$ cat config.mk
export PLATFORM = sky130hd
export DESIGN_NAME = pc_fetch_ctrl
export DESIGN_NICKNAME = d
export VERILOG_FILES = /design/src/rtl/pc_pkg.sv /design/src/rtl/pc_next_calc.sv /design/src/rtl/pc_fetch_ctrl.sv
export SDC_FILE = /design/constraint.sdc
export NUM_CORES = 1
export LEC_CHECK = 0
export ABC_AREA = 1
export BUFFER_PORTS_ARGS = -buffer_cell sky130_fd_sc_hd__buf_2
export CORE_MARGIN = 8
export CORE_UTILIZATION = 58
export DETAILED_ROUTE_END_ITERATION = 12
export PLACE_DENSITY = 0.86
export SKIP_LAST_GASP = 1
export SLEW_MARGIN = 20
export SYNTH_ARGS = -nofsm -noshare
export SYNTH_HDL_FRONTEND = slang
export SYNTH_HIERARCHICAL = 1
export SYNTH_SLANG_ARGS = --single-unit
$ cat constraint.sdc
create_clock -name Clk -period 4.95 [get_ports Clk]
set_input_delay 0.495 -clock Clk [delete_from_list [all_inputs] [get_ports Clk]]
set_output_delay 0.495 -clock Clk [all_outputs]
set_load 0.05 [all_outputs]
$ cat src/rtl/pc_pkg.sv
// Shared definitions for the program-counter fetch controller: FSM encoding,
// default widths and start address.
package pc_pkg;

  typedef enum logic [1:0] {
    IDLE = 2'd0,
    RUN  = 2'd1,
    DONE = 2'd2
  } state_t;

  localparam int PC_D_DEF       = 12;
  localparam int START_ADDR_DEF = 0;
  localparam int CYC_W          = 16;

endpackage

$ cat src/rtl/pc_next_calc.sv
// Combinational next-PC selection: hold on stall or halt, else jump > branch > sequential.
module pc_next_calc #(
  parameter int D = 12
) (
  input  logic [D-1:0] prog_ctr,
  input  logic         stall,
  input  logic         halt,
  input  logic         jump_en,
  input  logic         branch_en,
  input  logic [D-1:0] target,
  input  logic [D-1:0] jump_addr,
  output logic [D-1:0] next_pc
);

  logic signed [D-1:0] offset;

  assign offset = target;

  // Two's-complement offset added at D bits; the carry out is dropped on purpose
  always_comb begin
    next_pc = prog_ctr;
    if (!stall && !halt) begin
      if (jump_en)        next_pc = jump_addr;
      else if (branch_en) next_pc = prog_ctr + $unsigned(offset);
      else                next_pc = prog_ctr + 1'b1;
    end
  end

endmodule

$ cat src/rtl/pc_fetch_ctrl.sv
// Program-counter fetch controller: IDLE/RUN/DONE sequencing, PC register and
// a saturating count of RUN cycles since the last start.
module pc_fetch_ctrl
  import pc_pkg::*;
#(
  parameter int D          = PC_D_DEF,
  parameter int START_ADDR = START_ADDR_DEF
) (
  input  logic             Clk,
  input  logic             Reset,
  input  logic             start,
  input  logic             stall,
  input  logic             branch_en,
  input  logic [D-1:0]     target,
  input  logic             jump_en,
  input  logic [D-1:0]     jump_addr,
  input  logic             halt,
  output logic [D-1:0]     prog_ctr,
  output logic             fetch_valid,
  output logic             busy,
  output logic             done,
  output logic [CYC_W-1:0] cycle_ct
);

  state_t           state, state_nx;
  logic [D-1:0]     pc_calc, pc_nx;
  logic [CYC_W-1:0] ct_nx;

  pc_next_calc #(.D(D)) u_next (
    .prog_ctr  (prog_ctr),
    .stall     (stall),
    .halt      (halt),
    .jump_en   (jump_en),
    .branch_en (branch_en),
    .target    (target),
    .jump_addr (jump_addr),
    .next_pc   (pc_calc)
  );

  always_ff @(posedge Clk or posedge Reset) begin
    if (Reset) begin
      state    <= IDLE;
      prog_ctr <= '0;
      cycle_ct <= '0;
    end else begin
      state    <= state_nx;
      prog_ctr <= pc_nx;
      cycle_ct <= ct_nx;
    end
  end

  always_comb begin
    state_nx = state;
    pc_nx    = prog_ctr;
    ct_nx    = cycle_ct;
    case (state)
      IDLE, DONE: begin
        if (start) begin
          state_nx = RUN;
          pc_nx    = D'(START_ADDR);
          ct_nx    = '0;
        end
      end
      RUN: begin
        // Stalled cycles still count; the counter sticks at all-ones
        if (cycle_ct != '1) ct_nx = cycle_ct + 1'b1;
        pc_nx = pc_calc;
        if (!stall && halt) state_nx = DONE;
      end
      default: state_nx = IDLE;
    endcase
  end

  assign fetch_valid = (state == RUN) && !stall;
  assign busy        = (state == RUN);
  assign done        = (state == DONE);

endmodule

==> key figures <==
Status
  • Status: complete, no violations

Detailed routing
  • Routed length per instance: around 14 um
  • Via count: 2737
  • Final WL: a little under 7000 um
  • Initial DRC Count: 180
  • DR DRC count: 0
  • Remaining antenna violation count: 0
  • Vias per cell: between 5 and 6
  • Pre-antenna DRT Iters: 5

Synth
  • Synthesized instance count: 389
  • Post-synth top area share: 0.296
  • Yosys cell types: 33
  • Syn Std Cell Area: 2540 um^2
  • Post-synthesis sequential area ratio: 0.296
  • Top post-synthesis cells by area: dfrtp_1 30%, nand2_1 19%, inv_1 7.8%
  • Top cell type by total area after synthesis: dfrtp_1
  • Post-Syn Nets: 433
  • Warnings, synthesis: 6
  • Syn avg cell area: 6.53 um^2
  • FF+latch count, synth: 30

GRT
  • Initial antenna violation count: 0
  • Vias in the first global route: 2458
  • Grt ovf: 0
  • Largest net degree at the start of global routing: 31
  • Global-route wire length before repair: 11100 um
  • Gr usage total: 0.208

Clocking
  • Clock sink total: 30
  • Clock buffer depth: 2
  • Clock Tree Root: clkbuf_8
  • Clock latency on the worst-skew pair: 0.29 ns
  • H-tree Lvls: 2
  • Cts bufs inserted: 5
  • Clock-pin slew on the worst setup and hold paths: 0.07 ns
  • Post_cts resized: 0
  • CTS hold repair buffers: 0
  • Post CTS Setup Buffer Count: 0
  • CTS tree: built

Setup path
  • Most used cell along the critical path: inv_1
  • Delay-heaviest family, CP: buffers and inverters
  • WP depth: 4
  • Worst endpoint data arrival time: ~1.9 ns
  • Reg2Reg Depth: 11
  • Buf+Inv Stages, Crit Path: 3
  • Crit path kind: register to output pin
  • Setup crit start kind: register
  • Worst-path fanout max: 24
  • Worst path required time: between 4 and 5 ns
  • CP Capture Type: output pin
  • Critical-path top delay cell: inv_1
  • Worst-path cell chain: inv_1 > nand2_1 > inv_1 > buf_2
  • Crit-path max cell delay: just over 0.6 ns

Pwr
  • Maximum vdd drop: ~0.43 mV
  • Leakage power: 1.68 nW
  • Final Power: 1.42 mW
  • Power Density: approximately 480 nW/um^2

Timing
  • Post-route setup TNS: 0 ns
  • RSZ-0062 raised after global routing: false
  • Setup Skew: around 0.0019 ns
  • Maximum clock frequency: 421 MHz
  • Max-slew headroom: 0.474
  • # setup viols final: 0
  • Final slew viol count: 0
  • Fin crit share: 0.480
  • Worst-Margin Slew: 0.788 ns
  • Final min period: roughly 2.4 ns
  • PnR worst setup slack: 2.57 ns
  • Final hold violations: 0
  • Hold Slack: 0.281 ns

Floorplanning
  • Die width: around 82 um
  • # IOs: 62
  • Site Rows: 24
  • Core outline area: 4290 um^2
  • Initial Util: 0.591
  • Die Span Y: just over 80 um
  • Die area: ~6800 um^2

Layout
  • Fillcell total: around 370
  • Final cell count without fillers: 504
  • Nets@finish: roughly 500
  • Antenna cells: 0
  • Share of cells above drive strength 1: 0.190
  • Area delta synth->final: 16.6%

Hold path
  • Worst Hold Class: input pin to asynchronous set/reset pin

Placed design
  • HPWL after DPL: just over 5000 um
  • I/O Buffers: 61
  • Routability Congestion: 0.928
  • Place WS: between 2 and 3 ns
  • Inst Count DP: 496

Run
  • Number of max-cap violations: 0
## through the flow
| stage | cell area (um^2) | util |
|---|---|---|
| after floorplan | 2540 | - |
| after global placement | 2870 | 0.668 |
| after detailed placement | 2870 | 0.668 |
| after CTS | 2960 | 0.690 |
| after global routing | 2960 | 0.690 |
| final | 2960 | 0.690 |
## power breakdown
part	internal [mW]	switching (mW)	total, mW
registers	0.308	0.0788	0.386
clock network	0.112	0.102	0.214
logic	0.236	0.586	0.822
total	0.655	0.767	1.42
## path summary, 6_finish.rpt
kind	slack, ns	startpoint	to
setup / recovery	2.57	state[1]$_DFFE_PP0P_	busy
hold / removal	0.28	Reset	prog_ctr[6]$_DFFE_PP0P_
setup reg to reg	2.93	prog_ctr[0]$_DFFE_PP0P_	prog_ctr[6]$_DFFE_PP0P_
hold reg to reg	0.52	state[0]$_DFFE_PP0P_	state[1]$_DFFE_PP0P_
max in group asynchronous	4.39	Reset	cycle_ct[2]$_DFFE_PP0P_
min in group Clk	0.38	start	state[1]$_DFFE_PP0P_
## synth_stat cells
| cell type | n |
|---|---|
| buf_2 | 2 |
| nand3_4 | 1 |
| or2_2 | 1 |
| a21oi_1 | 6 |
| buf_6 | 3 |
| nand2_1 | 129 |
| clkbuf_1 | 1 |
| o21ai_4 | 1 |
| nor2_4 | 3 |
| o21ai_0 | 16 |
| a22o_1 | 12 |
| buf_1 | 1 |
| inv_2 | 3 |
| a31oi_1 | 1 |
| o211ai_1 | 1 |
| xor2_1 | 5 |
| dfrtp_1 | 30 |
| inv_1 | 53 |
| fa_1 | 1 |
| nand4_1 | 8 |
| nand2_2 | 3 |
| nand3_1 | 35 |
| o21ai_2 | 2 |
| nor3_1 | 1 |
| nand3b_1 | 1 |
| nor2_2 | 2 |
| a21o_1 | 1 |
| nor2_1 | 45 |
| ha_1 | 12 |
| o31ai_1 | 1 |
| or2_1 | 1 |
| o21ai_1 | 3 |
| xnor2_1 | 4 |
## metal layers
layer / vias to the layer above / wire length, um / global-route usage
met5: - / 0 / 0
met4: 0 / 134 / 0.0737
met3: 18 / 484 / 0.0487
met2: 101 / 3150 / 0.331
met1: 1248 / 3040 / 0.269
li1: 1370 / - / -
## final cells by class
cell class | instances | area, um^2 | area share
inverter | 56 | 210 | 0.0710
clock buffer | 6 | 82.6 | 0.0279
timing repair buffer | 62 | 313 | 0.106
tap | 52 | 65.1 | 0.0220
clock inverter | 2 | 12.5 | 0.00422
sequential | 30 | 751 | 0.253
multi-input combinational | 296 | 1530 | 0.516
## cell families (layout without fill, tap and decap cells)
group / count (synthesis) / after routing / share of synthesized area
and+or+nand+nor: 230 / 230 / 0.388
buffers and inverters: 63 / 126 / 0.103
AOI/OAI and AO/OA: 44 / 44 / 0.115
DFF: 30 / 30 / 0.296
adders and majority gates: 13 / 13 / 0.0670
xor gates and xnor gates: 9 / 9 / 0.0310
## layout by cell type, fill, tap and decap left out, types with 2 or more instances in the layout
cell type and n:
xor2_1 5, nor2_2 2, o21ai_0 16, nor2_4 3, dfrtp_1 30, nand4_1 8, o21ai_1 3, nor2_1 45
inv_1 53, buf_2 61, a21oi_1 6, clkbuf_8 6, nand3_1 35, xnor2_1 4, nand2_1 129, ha_1 12
inv_2 3, nand2_2 3, a22o_1 12, o21ai_2 2
## flip-flops by register name (all words and copies together) (netlist names)
signal	cells
prog_ctr	12
cycle_ct	16
state	2
## worst min-delay path, delay by kind of cell
family | cells | cell delay (ns)
buf+inv | 3 | 0.48
(Power assumes the default switching activity.)
